==> src/rtl/mux_pkg.sv <==
// mux_pkg: mode encodings and a reusable round-robin pick function
// Holds MODE_SEL/MODE_RR and rr_pick(valid, last, n), which returns the first
// set index of valid[n-1:0] searching upward from last+1 with wrap to 0.
package mux_pkg;
  localparam logic MODE_SEL = 1'b0;
  localparam logic MODE_RR = 1'b1;
  localparam int RR_MAX = 32;
  localparam int RR_IDX_W = 5;
  // Scans from the farthest candidate back to the nearest, so the last hit is
  // the first requester after last; n is a constant at every call site.
  function automatic logic [RR_IDX_W-1:0] rr_pick(input logic [RR_MAX-1:0] valid,
                                                  input logic [RR_IDX_W-1:0] last,
                                                  input int n);
    logic [RR_IDX_W-1:0] idx;
    rr_pick = last;
    for (int k = RR_MAX; k >= 1; k--) begin
      idx = RR_IDX_W'((int'(last) + k) % n);
      if (k <= n && valid[idx]) rr_pick = idx;
    end
  endfunction
endpackage

==> src/rtl/rr_arbiter.sv <==
// rr_arbiter: combinational round-robin arbiter over NUM_CH requesters
// Ports: req (requests), last_grant (previously served index),
//        grant (chosen index), grant_ok (any request present).
module rr_arbiter
  import mux_pkg::*;
#(
  parameter int NUM_CH = 4,
  localparam int SEL_W = $clog2(NUM_CH)
) (
  input  logic [NUM_CH-1:0] req,
  input  logic [SEL_W-1:0]  last_grant,
  output logic [SEL_W-1:0]  grant,
  output logic              grant_ok
);
  always_comb begin
    grant = SEL_W'(rr_pick(RR_MAX'(req), RR_IDX_W'(last_grant), NUM_CH));
    grant_ok = |req;
  end
endmodule

==> src/rtl/stream_mux_rr.sv <==
// stream_mux_rr: N-to-1 valid/ready stream mux with registered output, direct-select or round-robin
// Ports: clk, rst_n (async active-low); mode (0 sel, 1 rr); sel (channel in sel mode);
//        in_data/in_valid/in_ready (per-channel streams, channel i at [i*WIDTH +: WIDTH]);
//        out_data/out_valid/out_ch (registered output word and source channel); out_ready.
module stream_mux_rr
  import mux_pkg::*;
#(
  parameter int WIDTH = 5,
  parameter int NUM_CH = 4,
  parameter int SEL_W = $clog2(NUM_CH)
) (
  input  logic                    clk,
  input  logic                    rst_n,
  input  logic                    mode,
  input  logic [SEL_W-1:0]        sel,
  input  logic [NUM_CH*WIDTH-1:0] in_data,
  input  logic [NUM_CH-1:0]       in_valid,
  output logic [NUM_CH-1:0]       in_ready,
  output logic [WIDTH-1:0]        out_data,
  output logic                    out_valid,
  output logic [SEL_W-1:0]        out_ch,
  input  logic                    out_ready
);
  localparam logic [SEL_W:0] NCH = (SEL_W + 1)'(NUM_CH);
  logic [SEL_W-1:0] last_grant, rr_grant, grant;
  logic rr_ok, sel_ok, grant_ok, load_en, take;
  rr_arbiter #(.NUM_CH(NUM_CH)) u_arb (
    .req       (in_valid),
    .last_grant(last_grant),
    .grant     (rr_grant),
    .grant_ok  (rr_ok)
  );
  // rst_n gates the handshake so no producer sees ready while reset is held.
  always_comb begin
    load_en = !out_valid || out_ready;
    sel_ok = {1'b0, sel} < NCH;
    grant = (mode == MODE_RR) ? rr_grant : sel;
    grant_ok = (mode == MODE_RR) ? rr_ok : (sel_ok && in_valid[sel]);
    take = rst_n && load_en && grant_ok;
    in_ready = take ? NUM_CH'(1) << grant : '0;
  end
  always_ff @(posedge clk or negedge rst_n) begin
    if (!rst_n) begin
      out_valid <= 1'b0;
      out_data <= '0;
      out_ch <= '0;
      last_grant <= SEL_W'(NUM_CH - 1);
    end else if (take) begin
      out_valid <= 1'b1;
      out_data <= in_data[grant*WIDTH +: WIDTH];
      out_ch <= grant;
      last_grant <= grant;
    end else if (out_ready) begin
      out_valid <= 1'b0;
    end
  end
endmodule

==> config.mk <==
export PLATFORM = sky130hd
export DESIGN_NAME = stream_mux_rr
export DESIGN_NICKNAME = d
export VERILOG_FILES = /design/src/rtl/mux_pkg.sv /design/src/rtl/rr_arbiter.sv /design/src/rtl/stream_mux_rr.sv
export SDC_FILE = /design/constraint.sdc
export NUM_CORES = 1
export LEC_CHECK = 0
export BUFFER_PORTS_ARGS = -buffer_cell sky130_fd_sc_hd__buf_4
export CORE_ASPECT_RATIO = 1.75
export CORE_MARGIN = 3
export CORE_UTILIZATION = 30
export DETAILED_ROUTE_END_ITERATION = 12
export PLACE_DENSITY = 0.66
export SETUP_SLACK_MARGIN = 0.3
export SLEW_MARGIN = 20
export SYNTH_ARGS = -nofsm -noshare
export SYNTH_HDL_FRONTEND = slang
export SYNTH_HIERARCHICAL = 1
export SYNTH_SLANG_ARGS = --single-unit
==> constraint.sdc <==
create_clock -name clk -period 2.9 [get_ports clk]
set_input_delay 0.145 -clock clk [delete_from_list [all_inputs] [get_ports clk]]
set_output_delay 0.145 -clock clk [all_outputs]
set_load 0.03 [all_outputs]
; ---- Yosys cells after proc, flatten, opt, wreduce, memory -nomap -nowiden
; Index checks and enable logic that the tools add are counted.
[word_totals]
elab_cells = 49
register_bits = 10
output_inout_bits = 12
in_bits = 30
[op_classes]
shifts = 2
reduce_logical = 10
mux = 19
order_cmp = 5
n_bitwise = 4
n_mul = 1
n_addsub = 4
[op_table]
columns = cell, n
row1 = 5-bit by 6-bit less-than comparator with 1-bit output (second input constant), 4
row2 = 20-bit by 6-bit variable part select with 5-bit output, 1
row3 = 1-bit binary-select mux with 3-bit select, 4
row4 = 2-bit 2-to-1 mux, 5
row5 = 1-bit 2-to-1 mux, 8
row6 = 2-bit OR reduction, 4
row7 = 2-bit by 3-bit multiplier with 5-bit output (second input constant), 1
row8 = 2-bit by 1-bit adder with 2-bit output (second input constant), 2
row9 = 2-bit adder (second input constant), 2
row10 = 1-bit AND (first input constant), 4
row11 = 4-bit 2-to-1 mux, 1
row12 = 4-bit OR reduction, 1
row13 = 1-bit by 2-bit << shifter with 4-bit output (first input constant), 1
row14 = 2-bit by 3-bit less-than comparator with 1-bit output (second input constant), 1
row15 = 1-bit binary-select mux with 2-bit select, 1
row16 = 1-bit logical AND, 2
row17 = 2-bit nonzero test, 1
row18 = 1-bit zero test, 1
row19 = 1-bit logical OR, 1

; ---- Logic depth before layout (Yosys ltp)
; Gate-level depths: netlist of run 1.
[depth]
depth_word = 12
ltp_mapped = 8
ltp_nobuf = 7

; ---- Modules after synthesis
; The synthesis of run 1 kept the hierarchy.
[by_module_without_submodules]
columns = module, cells_per_inst, n_inst, seq_area_each_um2, area_per_inst_um2
row1 = stream_mux_rr, 59, 1, 252.7, 679.4
row2 = rr_arbiter, 14, 1, 0.0, 82.6

; ---- Worst setup path before layout of run 1
; OpenSTA, ideal clock, no wires.
[synth_timing]
path_type = flip-flop to output port
from = reg last_grant[1]
to = out in_ready[0]
path_stages_with_launch = 8
required_time_ns = 2.755
setup_slack_ns = 0.795
arrival_time_ns = 1.960
path_buffers = 1
path_cell_list = dfstp_2 mux2i_1 nor2_1 a221o_1 mux2i_4 buf_6 nand2_2 nor2_1
[synth_between]
elab_chain_cells = 12
[synth_lines]
columns = item, line_no
row1 = from (decl), stream_mux_rr.sv:25  ; logic [SEL_W-1:0] last_grant, rr_grant, grant;
row2 = from (signal assigned), stream_mux_rr.sv:47  ; last_grant <= SEL_W'(NUM_CH - 1);
row3 = from (signal assigned), stream_mux_rr.sv:52  ; last_grant <= grant;
row4 = 2-bit by 1-bit adder with 2-bit output, mux_pkg.sv:17  ; idx = RR_IDX_W'((int'(last) + k) % n);
row5 = 2-bit OR reduction (no line), -
row6 = 1-bit AND (no line), -
row7 = 1-bit binary-select mux with 3-bit select, mux_pkg.sv:18  ; if (k <= n && valid[idx]) rr_pick = idx;
row8 = 1-bit 2-to-1 mux (not written as such), mux_pkg.sv:18
row9 = 2-bit 2-to-1 mux (3 in a row), mux_pkg.sv:18
row10 = 2-bit 2-to-1 mux *, mux_pkg.sv:18
row11 = net rr_grant[0], stream_mux_rr.sv:25
row12 = 2-bit 2-to-1 mux *, stream_mux_rr.sv:37  ; grant = (mode == MODE_RR) ? rr_grant : sel;
row13 = 1-bit by 2-bit << shifter with 4-bit output *, stream_mux_rr.sv:40  ; in_ready = take ? NUM_CH'(1) << grant : '0;
row14 = 4-bit 2-to-1 mux *, stream_mux_rr.sv:40
row15 = to (decl), stream_mux_rr.sv:18  ; output logic [NUM_CH-1:0] in_ready,
; The timed path passes the listed nets; every way through them passes the cells marked *. The select of a mux whose other input is x is not followed.

; ---- Worst setup path after layout of run 1
[layout_timing]
from = reg last_grant[1]
to = out in_ready[3]
; The elaborated chain is that of the path after synthesis.

==> impl_results.md, run 1 <==
* Number of cell rows at 23
* Sequential power share at 29.0%
* Fillers at 244
* Grt ovf at 0
* PostCTS Resize Cnt at 0
* Fin. Hold Viols at 0
* Fin crit share at 75.48%
* Compound-Gate Fraction of Synth Area at 15.93%
* Ys Warns at 6
* Global-route wire length before repair at 3.180 mm
* Synth-to-layout area growth at 51.72%
* Leakage at 0.5652 nW
* Antenna-violating nets left at 0
* Seq/Total Area, Yosys at 33.17%
* TritonCTS clock tree: done
* Worst skew pair latency at 230 ps
* Crit path arrival time at 2040 ps
* Gr usage total at 13.11%
* Syn Nets at 103
* Hpwl dp at 1.635 mm
* Main combinational cell family by area after synthesis: multiplexers
* Clk_skew at 3.817 ps
* Synth Area in XOR/XNOR at 0%
* Multi-input gate area at 460.4 um^2
* HP Class: in2reg
* Final setup fails at 0
* Root buffer cell: clkbuf_8
* Vias post-DR at 710
* Starting density of the core at 32.29%
* Switching share of power at 36.30%
* Combinational share of power at 47.9%
* CTS clk-pin slew, worst paths at 50 ps
* Rel. slew slack at 53.14%
* Max FO, Critical Path at 8
* VDD IR-drop max at 0.3537 mV
* Critical path class: reg2out
* DP Area at 1064 um^2
* Max cap viols at 0
* Worst path required time at 2760 ps
* H-Tree Level Count at 1
* Core area at 2360 um^2
* Boundary Pins at 42
* Starting DRT DRC Count at 6
* Die ar. at 3204 um^2
* Top-area cell type share of the netlist area at 26.27%
* Final setup TNS at 0 ps
* Post-route DRC at 0
* Nets@finish at 149
* Max frequency at 0.4568 GHz
* Gpl congestion at 0.7653
* Chip Width at 44.10 um
* Initial antenna violation count at 0
* Number of I/O port buffers at 41
* Status: complete, no violations
* Post-Synthesis Cell Area at 762.0 um^2
* Layout cells sized above 1 at 52.54%
* Worst slew pin tran at 683.4 ps
* Max clock buf depth at 2
* Pins Over Slew Limit at 0
* DR WL/cell at 13.73 um
* Synth Area in Adders at 0%
* Largest area contributor in the synthesized netlist: dfrtp_1
* #FFs+latches synth at 10
* Design area at 1156 um^2
* Library cells used by synthesis at 25
* Sink Count at 10
* Commonest non-fill, non-tap cells in the layout: 42 x buf_4, 12 x mux2i_1, 8 x nor2_1, 8 x dfrtp_1
* CP endpoint kind: primary output
* RSZ-0062 raised after global routing: false
* Largest net degree at the start of global routing at 15
* Commonest non-fill, non-tap cell in the layout: buf_4
* Ant. Diodes at 0
* FF+latch area at 252.7 um^2
* Crit path time final at 2189 ps
* Syn Area/Cell at 10.44 um^2
* Clk pwr share at 23.1%
* Detailed Routing Iterations Pass 1 at 3
* Pwr Total at 744.1 uW
* Mux cell area share after synthesis at 30.54%
* Syn Inst Count at 73
* CP Launch Type: flop
* Psw at 270.1 uW
* Synth area leaders: dfrtp_1 26%, mux2i_1 16%, mux2_2 8.9%
* Cell area power density at 643.6 nW/um^2
* Drt total wl at 1.963 mm
* Die H at 72.67 um
* Routed vias/inst at 4.965
* Number of global-route vias before repair at 698
* Pint at 474.0 uW
* CTS buffer count at 3
* Post-synthesis simple-gate area fraction at 13.96%
[registers in the layout, indices dropped and copies added, names as in the netlist]
signal,count
out_data,5
last_grant,2
out_ch,2
out_valid,1
[path summary, 6_finish.rpt]
check,startpoint,slack (ps),cells after the start,endpoint
max,last_grant[1],710,6,in_ready[3]
min,out_ready,280,3,out_valid
max reg2reg,last_grant[1],820,6,out_data[1]
min reg2reg,out_data[0],480,2,out_data[0]
max in group asynchronous,rst_n,2360,2,last_grant[1]
min in group asynchronous,rst_n,300,2,out_data[0]
[area by class of cell]
cell class	count	area share, %
repair buffers	44	29.87
flip-flops and latches	10	21.86
clock buffers	4	4.762
inverters	3	0.9740
multi-input cells	57	39.83
well taps	25	2.706
[cell families after synthesis]
group,count (synthesis)
compound gates,14
buf+inv,6
mux,20
flops,10
simple gates,23
[stage by stage]
stage	hold slack [ps]	setup slack, ps	std cells	util (%)
floorplan	-150.6	795.1	73	-
global placement	-4.717	687.2	136	45.07
detailed placement	-3.353	632.4	136	45.07
CTS	280.8	435.1	141	47.83
global route	301.5	497.1	143	48.99
finish	282.2	710.9	143	48.99
[what timing repair did]
item,in CTS,in global routing
hold buffers,1,0
endpoints found under the setup margin,0,2
hold endpoints to repair,10,0
setup buffers,0,2
[power groups by stage]
stage | clock network, mW | logic (mW) | registers, mW
floorplan | 0 | 0.173 | 0.273
global placement | 0 | 0.338 | 0.216
detailed placement | 0 | 0.344 | 0.217
CTS | 0.176 | 0.345 | 0.216
global route | 0.184 | 0.383 | 0.221
finish | 0.172 | 0.357 | 0.215
[worst max-delay path, stage by stage, from the launching register on]
cell and delay, ps:
dfstp_2 590, a21oi_1 80, a31oi_1 140, a21oi_1 110
mux2i_1 570, nor3_1 140, buf_4 200
[synth_stat cells]
master and n:
mux2i_1 12, dfrtp_1 8, nor2_1 8, mux2_2 6
nand2_1 6, inv_1 3, nand2b_1 3, nor3_1 3
o21ai_2 3, a21oi_1 2, buf_6 2, dfstp_2 2
o21a_1 2, o21ai_1 2, a221o_1 1, a31oi_1 1
buf_8 1, mux2i_4 1, mux4_2 1, nand2_2 1
nor2b_1 1, o2111a_1 1, o2111ai_4 1, o22ai_1 1
or4_1 1
[per-layer routing]
metal / GRT usage, % / share of wire, %
met5: 0 / 0
met3: 2.222 / 6.5
met1: 13.76 / 34
met2: 23.70 / 57
met4: 7.047 / 1.5
No activity file was read; power rests on OpenSTA's default activity.
==> run 2: changes to the inputs <==
--- a/config.mk
+++ b/config.mk
@@ -10,7 +10,7 @@
 export CORE_MARGIN = 3
 export CORE_UTILIZATION = 30
 export DETAILED_ROUTE_END_ITERATION = 12
-export PLACE_DENSITY = 0.66
+export PLACE_DENSITY = 0.68
 export SETUP_SLACK_MARGIN = 0.3
 export SLEW_MARGIN = 20
 export SYNTH_ARGS = -nofsm -noshare
==> constraint.sdc (replaced) <==
create_clock -name clk -period 1.8 [get_ports clk]
set_input_delay 0.09 -clock clk [delete_from_list [all_inputs] [get_ports clk]]
set_output_delay 0.09 -clock clk [all_outputs]
set_load 0.03 [all_outputs]
==> run 2 against run 1 <==
Net effect:
- the flow now finishes with violations (setup timing)
- flip-flop and latch count is the same
- clock-buffer cell count stayed put
- non-clock buffer count grew 7
==> impl_results.md, run 2 (synthesis results as in run 1) <==
* Clk pwr share at 20.9%
* Switching share of power at 36.72%
* Drt total wl at 2.383 mm
* Final setup TNS at -2462 ps
* Most Frequent Cell on Critical Path: buf_12
* Layout cells sized above 1 at 61.60%
* TritonCTS clock tree: done
* CTS buffer count at 3
* Psw at 498.4 uW
* Dpl cells at 140
* Worst setup margin at -293.3 ps
* Number of global-route vias before repair at 818
* H-Tree Level Count at 1
* Initial antenna violation count at 0
* Max frequency at 0.4777 GHz
* DR WL met3 at 156 um
* Rel. slew slack at 62.65%
* Critical path class: reg2reg
* RSZ-0062 raised after global routing: true
* Crit path time final at 2093 ps
* Sink Count at 10
* Antenna-violating nets left at 0
* Fin. Hold Viols at 0
* Max cap viols at 0
* Vias post-DR at 791
* Die H at 72.67 um
* CTS clk-pin slew, worst paths at 50 ps
* Max FO, Critical Path at 5
* Starting density of the core at 32.29%
* Crit path arrival time at 2200 ps
* Number of I/O port buffers at 41
* Core area at 2360 um^2
* Gpl congestion at 0.7598
* Routed vias/inst at 5.273
* Failing checks: setup timing
* Root buffer cell: clkbuf_8
* Cell area power density at 1038 nW/um^2
* DR WL/cell at 15.89 um
* Crit path cell chain: mux2i_1, nor2_1, a221o_1, mux2i_4, buf_12, buf_12, mux2i_2, mux2_4, o21ai_2
* Gr usage total at 16.26%
* Metal-1 WL at 762 um
* Pint at 859.0 uW
* Detailed Routing Iterations Pass 1 at 2
* Largest net degree at the start of global routing at 15
* HP Class: in2reg
* Max clock buf depth at 2
* Worst slack at placement at -217.8 ps
* Starting DRT DRC Count at 6
* Combinational share of power at 54.1%
* VDD IR-drop max at 0.7139 mV
* Worst skew pair latency at 240 ps
* Grt ovf at 0
* Post-route DRC at 0
* Number of cell rows at 23
* Boundary Pins at 42
* Die ar. at 3204 um^2
* Clk_skew at 6.302 ps
* Leakage at 0.6367 nW
* Commonest non-fill, non-tap cell in the layout: buf_4
* CP peak stage delay at 560 ps
* Ant. Diodes at 0
* Pins Over Slew Limit at 0
* Max layer used: met4
* Post-Layout Cell Count at 150
* Sequential power share at 25.0%
* Commonest non-fill, non-tap cells in the layout: 43 x buf_4, 10 x mux2i_1, 8 x dfrtp_1
* Global-route wire length before repair at 3.843 mm
* Nets@finish at 156
* Worst path required time at 1910 ps
* CP endpoint kind: flop
* Fin crit share at 116.3%
* Largest Register: out_data
* CP max stage cell: dfstp_2
* Worst slew pin tran at 560.0 ps
* Synth-to-layout area growth at 71.59%
* Chip Width at 44.10 um
* Final setup fails at 9
* DR WL met2 at 1.366 mm
* Hpwl dp at 1.718 mm
* Largest regs: out_data: 5 flops, last_grant: 2 flops, out_ch: 2 flops
* Max reg flops at 5
* Status: finished with violations
* CP Launch Type: flop
## run 2: cell count changes in the layout (fill, tap and decap cells not counted), moves of 3 or more
cell    delta
nor2_4     +3
buf_6      +5
nor2_1     -3
mux2_2     -5
mux2_4     +5
## run 2: cell type report
class | instances | area, um^2
fill | 218 | 1052
inverter | 3 | 11.26
timing repair buffer | 51 | 429.2
sequential | 10 | 252.7
tap | 25 | 31.28
multi-input combinational | 57 | 528.0
clock buffer | 4 | 55.05
## run 2: power by group through the flow
stage	Clock [mW]	Sequential, mW	Combinational (mW)
after floorplan	0	0.440	0.290
after global placement	0	0.341	0.603
after detailed placement	0	0.341	0.622
after CTS	0.289	0.340	0.712
after global routing	0.306	0.349	0.780
final	0.284	0.339	0.735
## run 2: worst paths after layout
check	depth (start not counted)	to	start	slack [ps]
min reg2reg	2	out_data[3]	out_data[3]	480
max in group asynchronous	2	last_grant[1]	rst_n	1060
max reg2reg	9	out_data[1]	last_grant[1]	-290
min in group asynchronous	2	out_data[2]	rst_n	380
min	3	out_valid	out_ready	220
max	9	out_data[1]	last_grant[1]	-290
## run 2: through the flow
step	instance area [um^2]	total power, mW	util (%)	hold slack (ps)
after floorplan	775.7	0.7306	-	-205.6
after global placement	1120	0.9437	47.45	-55.84
after detailed placement	1120	0.9630	47.45	-54.16
after CTS	1284	1.340	54.40	209.7
after global routing	1308	1.435	55.41	256.0
final	1308	1.357	55.41	223.3
## run 2: timing repair
item,in CTS,in global routing
gates cloned,0,0
hold endpoints to repair,10,0
endpoints found under the setup margin,13,13
gates resized for setup,14,4
buffers inserted,4,1
pin swaps,5,3
hold buffers,1,0
## run 2: routing by layer
metal  GRT usage, %  vias to the layer above
met2          29.22                       32
met3          3.457                        9
met4          8.389                        0
met1          16.95                      381
met5              0                        -
li1               -                      369
## run 2: worst max-delay path, delay by kind of cell (launching register included)
kind	cells	cell delay, ps
mux	4	760
compound gates	2	330
simple gates	1	60
buf+inv	2	260
flops	1	560
